--- config.mk ---
export PLATFORM = sky130hd
export DESIGN_NAME = jtag_uart_encode
export DESIGN_NICKNAME = d
export VERILOG_FILES = /design/src/rtl/jtag_uart_encode.sv
export SDC_FILE = /design/constraint.sdc
export NUM_CORES = 1
export LEC_CHECK = 0
export CAP_MARGIN = 20
export CORE_MARGIN = 1
export CORE_UTILIZATION = 40
export CTS_BUF_LIST = sky130_fd_sc_hd__clkbuf_16
export CTS_CLUSTER_SIZE = 10
export DETAILED_ROUTE_END_ITERATION = 10
export GPL_ROUTABILITY_DRIVEN = 0
export PLACE_DENSITY_LB_ADDON = 0.08
export SYNTH_ARGS = -nofsm -noshare
export SYNTH_HDL_FRONTEND = slang
export SYNTH_SLANG_ARGS = --single-unit
export TNS_END_PERCENT = 1
--- constraint.sdc ---
create_clock -name iCLK -period 3.4 [get_ports iCLK]
set_input_delay 0.51 -clock iCLK [delete_from_list [all_inputs] [get_ports iCLK]]
set_output_delay 0.51 -clock iCLK [all_outputs]
set_load 0.01 [all_outputs]
--- src/rtl/jtag_uart_encode.sv ---
// Transmit encoder for the JTAG UART host link: buffers bytes/commands, applies the
// 0xFE escape protocol and writes the stream to the Avalon slave under WSPACE credit.
module jtag_uart_encode #(
    parameter int unsigned FIFO_DEPTH = 16,
    parameter int unsigned POLL_GAP   = 32
) (
    input  logic        iCLK,
    input  logic        iRST_N,
    output logic        oJTAG_SLAVE_ADDR,
    output logic        oJTAG_SLAVE_RDREQ,
    input  logic [31:0] iJTAG_SLAVE_RDDATA,
    output logic        oJTAG_SLAVE_WRREQ,
    output logic [31:0] oJTAG_SLAVE_WRDATA,
    input  logic        iJTAG_SLAVE_WAIT,
    input  logic [7:0]  iTX_DATA,
    input  logic        iTX_IS_CMD,
    input  logic        iTX_VALID,
    output logic        oTX_READY,
    output logic        oBUSY
);

    localparam int unsigned AW = $clog2(FIFO_DEPTH);
    localparam int unsigned GW = $clog2(POLL_GAP + 1);
    localparam logic [7:0]  ESC = 8'hFE;

    typedef enum logic [2:0] {
        ST_IDLE,
        ST_POLL,
        ST_BACKOFF,
        ST_WR1,
        ST_WR2
    } state_t;

    state_t        state;
    logic [8:0]    mem [FIFO_DEPTH];
    logic [AW:0]   wr_ptr;
    logic [AW:0]   rd_ptr;
    logic          full;
    logic          empty;
    logic          push;
    logic          pop;
    logic          avail;
    logic [8:0]    head;
    logic          head_two;
    logic [15:0]   credit;
    logic [15:0]   credit_dec;
    logic [15:0]   wspace;
    logic [GW-1:0] gap_cnt;
    logic [7:0]    hold_byte;
    logic          hold_two;
    logic          resume_wr2;
    logic          rd_accept;
    logic          wr_accept;
    logic          unused_rd_low;

    assign full  = (wr_ptr[AW] != rd_ptr[AW]) && (wr_ptr[AW-1:0] == rd_ptr[AW-1:0]);
    assign empty = (wr_ptr == rd_ptr);
    assign push  = iTX_VALID && !full;
    assign pop   = (state == ST_IDLE) && avail;

    assign head       = mem[rd_ptr[AW-1:0]];
    assign head_two   = head[8] || (head[7:0] == ESC);
    assign wspace     = iJTAG_SLAVE_RDDATA[31:16];
    assign credit_dec = (credit != '0) ? credit - 16'd1 : credit;
    assign rd_accept  = oJTAG_SLAVE_RDREQ && !iJTAG_SLAVE_WAIT;
    assign wr_accept  = oJTAG_SLAVE_WRREQ && !iJTAG_SLAVE_WAIT;

    assign unused_rd_low = ^iJTAG_SLAVE_RDDATA[15:0];

    assign oTX_READY = !full;
    assign oBUSY     = !empty || (state != ST_IDLE);

    always_ff @(posedge iCLK) begin
        if (push) begin
            mem[wr_ptr[AW-1:0]] <= {iTX_IS_CMD, iTX_DATA};
        end
    end

    always_ff @(posedge iCLK or negedge iRST_N) begin
        if (!iRST_N) begin
            wr_ptr <= '0;
            rd_ptr <= '0;
        end else begin
            if (push) wr_ptr <= wr_ptr + (AW+1)'(1);
            if (pop)  rd_ptr <= rd_ptr + (AW+1)'(1);
        end
    end

    // avail lags the FIFO by one cycle; a pop always leaves ST_IDLE for at least one
    // cycle, so the flag has caught up before ST_IDLE looks at it again.
    always_ff @(posedge iCLK or negedge iRST_N) begin
        if (!iRST_N) begin
            state              <= ST_IDLE;
            avail              <= 1'b0;
            credit             <= '0;
            gap_cnt            <= '0;
            hold_byte          <= '0;
            hold_two           <= 1'b0;
            resume_wr2         <= 1'b0;
            oJTAG_SLAVE_ADDR   <= 1'b0;
            oJTAG_SLAVE_RDREQ  <= 1'b0;
            oJTAG_SLAVE_WRREQ  <= 1'b0;
            oJTAG_SLAVE_WRDATA <= '0;
        end else begin
            avail <= !empty;
            case (state)
                ST_IDLE: begin
                    if (avail) begin
                        hold_byte  <= head[7:0];
                        hold_two   <= head_two;
                        resume_wr2 <= 1'b0;
                        if (credit != '0) begin
                            state              <= ST_WR1;
                            oJTAG_SLAVE_ADDR   <= 1'b0;
                            oJTAG_SLAVE_WRREQ  <= 1'b1;
                            oJTAG_SLAVE_WRDATA <= {24'd0, head_two ? ESC : head[7:0]};
                        end else begin
                            state             <= ST_POLL;
                            oJTAG_SLAVE_ADDR  <= 1'b1;
                            oJTAG_SLAVE_RDREQ <= 1'b1;
                        end
                    end
                end
                ST_POLL: begin
                    if (rd_accept) begin
                        credit            <= wspace;
                        oJTAG_SLAVE_RDREQ <= 1'b0;
                        oJTAG_SLAVE_ADDR  <= 1'b0;
                        if (wspace != '0) begin
                            state              <= resume_wr2 ? ST_WR2 : ST_WR1;
                            oJTAG_SLAVE_WRREQ  <= 1'b1;
                            oJTAG_SLAVE_WRDATA <= {24'd0, (resume_wr2 || !hold_two) ? hold_byte : ESC};
                        end else begin
                            state   <= ST_BACKOFF;
                            gap_cnt <= '0;
                        end
                    end
                end
                ST_BACKOFF: begin
                    if (gap_cnt == GW'(POLL_GAP - 1)) begin
                        state             <= ST_POLL;
                        oJTAG_SLAVE_ADDR  <= 1'b1;
                        oJTAG_SLAVE_RDREQ <= 1'b1;
                    end else begin
                        gap_cnt <= gap_cnt + GW'(1);
                    end
                end
                ST_WR1: begin
                    if (wr_accept) begin
                        credit <= credit_dec;
                        if (hold_two) begin
                            if (credit > 16'd1) begin
                                state              <= ST_WR2;
                                oJTAG_SLAVE_WRDATA <= {24'd0, hold_byte};
                            end else begin
                                state             <= ST_POLL;
                                resume_wr2        <= 1'b1;
                                oJTAG_SLAVE_WRREQ <= 1'b0;
                                oJTAG_SLAVE_ADDR  <= 1'b1;
                                oJTAG_SLAVE_RDREQ <= 1'b1;
                            end
                        end else begin
                            state             <= ST_IDLE;
                            oJTAG_SLAVE_WRREQ <= 1'b0;
                        end
                    end
                end
                ST_WR2: begin
                    if (wr_accept) begin
                        credit            <= credit_dec;
                        state             <= ST_IDLE;
                        resume_wr2        <= 1'b0;
                        oJTAG_SLAVE_WRREQ <= 1'b0;
                    end
                end
                default: state <= ST_IDLE;
            endcase
        end
    end

endmodule
==> flow_metrics.py <==
metrics = {
    "status": {
        "status": "finished with violations",
        "violations": "DRC",
    },
    "cts": {
        "clk_latency_ns": 0.53,
        "clkSinkCount": 201,
        "cts_buffer_depth": 3,
        "post_cts_buffers": 0,
        "clkTransAtPathRegs_ns": 0.06,
        "cts_max_level": 1,
        "cts_resized": 0,
        "root_buffer": "clkbuf_16",
        "ctsHoldBuffers": 0,
        "cts_buffers": 24,
        "cts_tree": "built",
    },
    "routing": {
        "routed_wl_um": 19680,
        "via_per_inst": 5.433,
        "firstDrtPassIters": 7,
        "wl_per_cell_um": 19.84,
        "via_count": 5390,
        "route.detailed.drc": 8,
        "drt-initial-drc-count": 244,
        "drt.antenna.violating_nets": 0,
    },
    "global_routing": {
        "grt.total_usage_pct": 17.46,
        "grt_overflow": 0,
        "grt_max_degree": 49,
        "grt_pass1_vias": 5394,
        "grt_antenna_before_repair": 0,
        "grt_pass1_wl_um": 31250,
    },
    "finish": {
        "instances_no_fill": 992,
        "nNetsFinal": 758,
        "fillCellCount": 1964,
        "register_area_sq_mm": 0.005753,
        "fin_util_pct": 46.98,
        "final_area_sq_mm": 0.01035,
        "drive_gt1_share_pct": 13.62,
        "area_delta_synth_final_pct": 14.43,
        "n_antenna_cell": 0,
        "multi_input_area_sq_mm": 0.003005,
    },
    "placed_design": {
        "dp.cells": 958,
        "place_ws_ns": 0.5377,
        "io_buffers": 41,
        "placed_cell_area_sq_mm": 0.009676,
        "hpwl_um": 12880,
    },
    "setup_path": {
        "path_max_fanout": 10,
        "worst_setup_path_start_kind": "flop",
        "worstPathArrival_ns": 2.46,
        "crit_path_end_kind": "output port",
        "critical_path_class": "flop to output port",
        "worstReg2RegStart": "rd_ptr[1]$_DFFE_PN0P_",
        "reg2reg_slack_ns": 0.66,
        "crit_required_ns": 2.89,
        "reg2reg_to": "hold_two$_DFFE_PN0P_",
        "reg2reg_depth": 6,
    },
    "timing": {
        "fin_ws_ns": 0.4312,
        "setup_viol": 0,
        "fin_crit_ns": 2.969,
        "fin_worst_skew_ns": 0.02001,
        "fmax_ghz": 0.3368,
        "drv_slew": 0,
        "finalCritPeriodShare_pct": 87.32,
        "worstMarginPinSlew_ns": 1.032,
        "rsz0062_at_grt": "no",
        "hold_slack_ns": 0.1461,
        "hold_viol_final": 0,
        "max_slew_margin_pct": 30.93,
        "fin_tns_setup_ns": 0,
    },
    "power": {
        "powerDensity_mw_per_mm2": 891.4,
        "p_seq_share_pct": 38.6,
        "p_total_mw": 9.223,
        "pwr-share-clk_pct": 23.9,
        "netSwitchingPower_mw": 3.313,
        "p_int_mw": 5.910,
        "pwr-share-comb_pct": 37.5,
        "switching_share_pct": 35.92,
        "peakVddDrop_mv": 0.4046,
        "p_leak_nw": 3.673,
    },
    "synthesis": {
        "synthTopCellsByCount": "edfxtp_1 (144), dfrtp_1 (57), nor2_1 (50), nand2_1 (40), o21ai_0 (40)",
        "yosysMostFrequentCell": "edfxtp_1",
        "syn-mean-instance-area_sq_um": 13.81,
        "ys_seq_area_share_pct": 63.59,
        "syn-instance-count": 655,
        "synthArstFlopShare_pct": 28.36,
        "ys_ff_latch": 201,
        "syn_area_sq_mm": 0.009042,
        "synth_top_area_share_pct": 47.82,
        "synth-edff-count": 144,
        "synth_warnings": 0,
        "synth.area.top_cells": "edfxtp_1 (48%), dfrtp_1 (16%), mux4_2 (6.5%), mux2i_1 (3.1%), o21ai_0 (2.2%)",
        "synth_flop_cell": "edfxtp_1",
        "yosys.area.top_type": "edfxtp_1",
        "ys_types": 56,
    },
    "floorplan": {
        "fp.dieW_um": 152.4,
        "initial_core_util_pct": 41.05,
        "io_pins": 82,
        "dieArea_sq_mm": 0.02321,
        "core_sq_mm": 0.02203,
        "num_rows": 54,
        "die_y_um": 152.4,
    },
    "job": {
        "drv_cap": 0,
    },
    "min_path": {
        "hold_path_class": "input pin to async pin",
    },
}
## how the worst max path moves through the flow
stage                                 startpoint                                end
after global routing       wr_ptr[2]$_DFFE_PN0P_                              oBUSY
after CTS                  wr_ptr[2]$_DFFE_PN0P_                              oBUSY
final                      wr_ptr[3]$_DFFE_PN0P_                              oBUSY
after global placement    iJTAG_SLAVE_RDDATA[19]  oJTAG_SLAVE_WRDATA[0]$_DFFE_PN0P_
after detailed placement  iJTAG_SLAVE_RDDATA[18]  oJTAG_SLAVE_WRDATA[0]$_DFFE_PN0P_
after floorplan            wr_ptr[3]$_DFFE_PN0P_                mem[0][0]$_DFFE_PP_
## power groups by stage
stage / clock (mW) / sequential [mW] / combinational, mW
final: 2.20 / 3.56 / 3.46
after global routing: 2.37 / 3.63 / 3.83
after CTS: 2.26 / 3.56 / 3.51
after detailed placement: 0 / 3.61 / 3.50
after global placement: 0 / 3.58 / 3.44
after floorplan: 0 / 3.46 / 2.62
## flip-flops by register name, indices dropped and copies added, names as in the netlist, 3 cells and up
name,count
mem,144
credit,16
hold_byte,8
oJTAG_SLAVE_WRDATA,8
gap_cnt,6
rd_ptr,5
wr_ptr,5
state,3
## layout by cell type (no fill, tap or decap), types with 7 or more instances in the layout
cell,synthesis,final
edfxtp_1,144,144
dfrtp_1,57,55
nor2_1,50,50
nand2_1,40,40
o21ai_0,40,40
clkdlybuf4s50_1,0,40
mux2i_1,28,28
mux4_2,26,26
conb_1,1,24
clkbuf_16,0,24
inv_1,13,18
a21oi_1,17,17
nand3_1,16,16
buf_4,26,15
mux2_2,14,14
a22oi_1,11,11
nor4_1,14,10
and2_1,10,10
nor3_1,10,10
xnor2_1,9,9
o22ai_1,9,9
a31oi_1,9,9
ha_1,8,8
nand4_1,7,7
## routing by layer
| metal | share of wire (%) | global-route usage, % | routed length (um) | vias to the layer above |
|---|---|---|---|---|
| met1 | 44 | 22.85 | 8699 | 2686 |
| met4 | 1.8 | 4.568 | 358 | 0 |
| li1 | - | - | - | 2546 |
| met5 | 0 | 0 | 0 | - |
| met2 | 50 | 30.20 | 9743 | 131 |
| met3 | 4.5 | 2.844 | 877 | 27 |
## cells by family (layout without fill, tap and decap cells)
logic type / count (synthesis) / after routing / synth area share (%)
AND/OR/NAND/NOR: 179 / 179 / 9.935
other: 1 / 24 / 0.04147
flip-flops: 201 / 201 / 63.59
buffers and inverters: 69 / 103 / 4.400
multiplexers: 68 / 68 / 11.32
AO/OA/AOI/OAI: 116 / 116 / 8.344
adder cells (fa/ha/maj): 8 / 8 / 1.107
XOR/XNOR: 13 / 13 / 1.259
## worst max-delay path, stage by stage (launching register included)
cell and delay (ns):
dfrtp_1 0.52, xor2_1 0.21, nor4_1 0.48, nand3_1 0.21, clkdlybuf4s50_1 0.53
## layout make-up
type                    instances  area share [%]
inverters                      13          0.4716
clock inverters                 9          0.5804
clock buffers                  24           5.804
well taps                     280           3.386
repair buffers                 57           5.115
flip-flops and latches        201           55.60
multi-input cells             408           29.04
(Power assumes the default switching activity.)
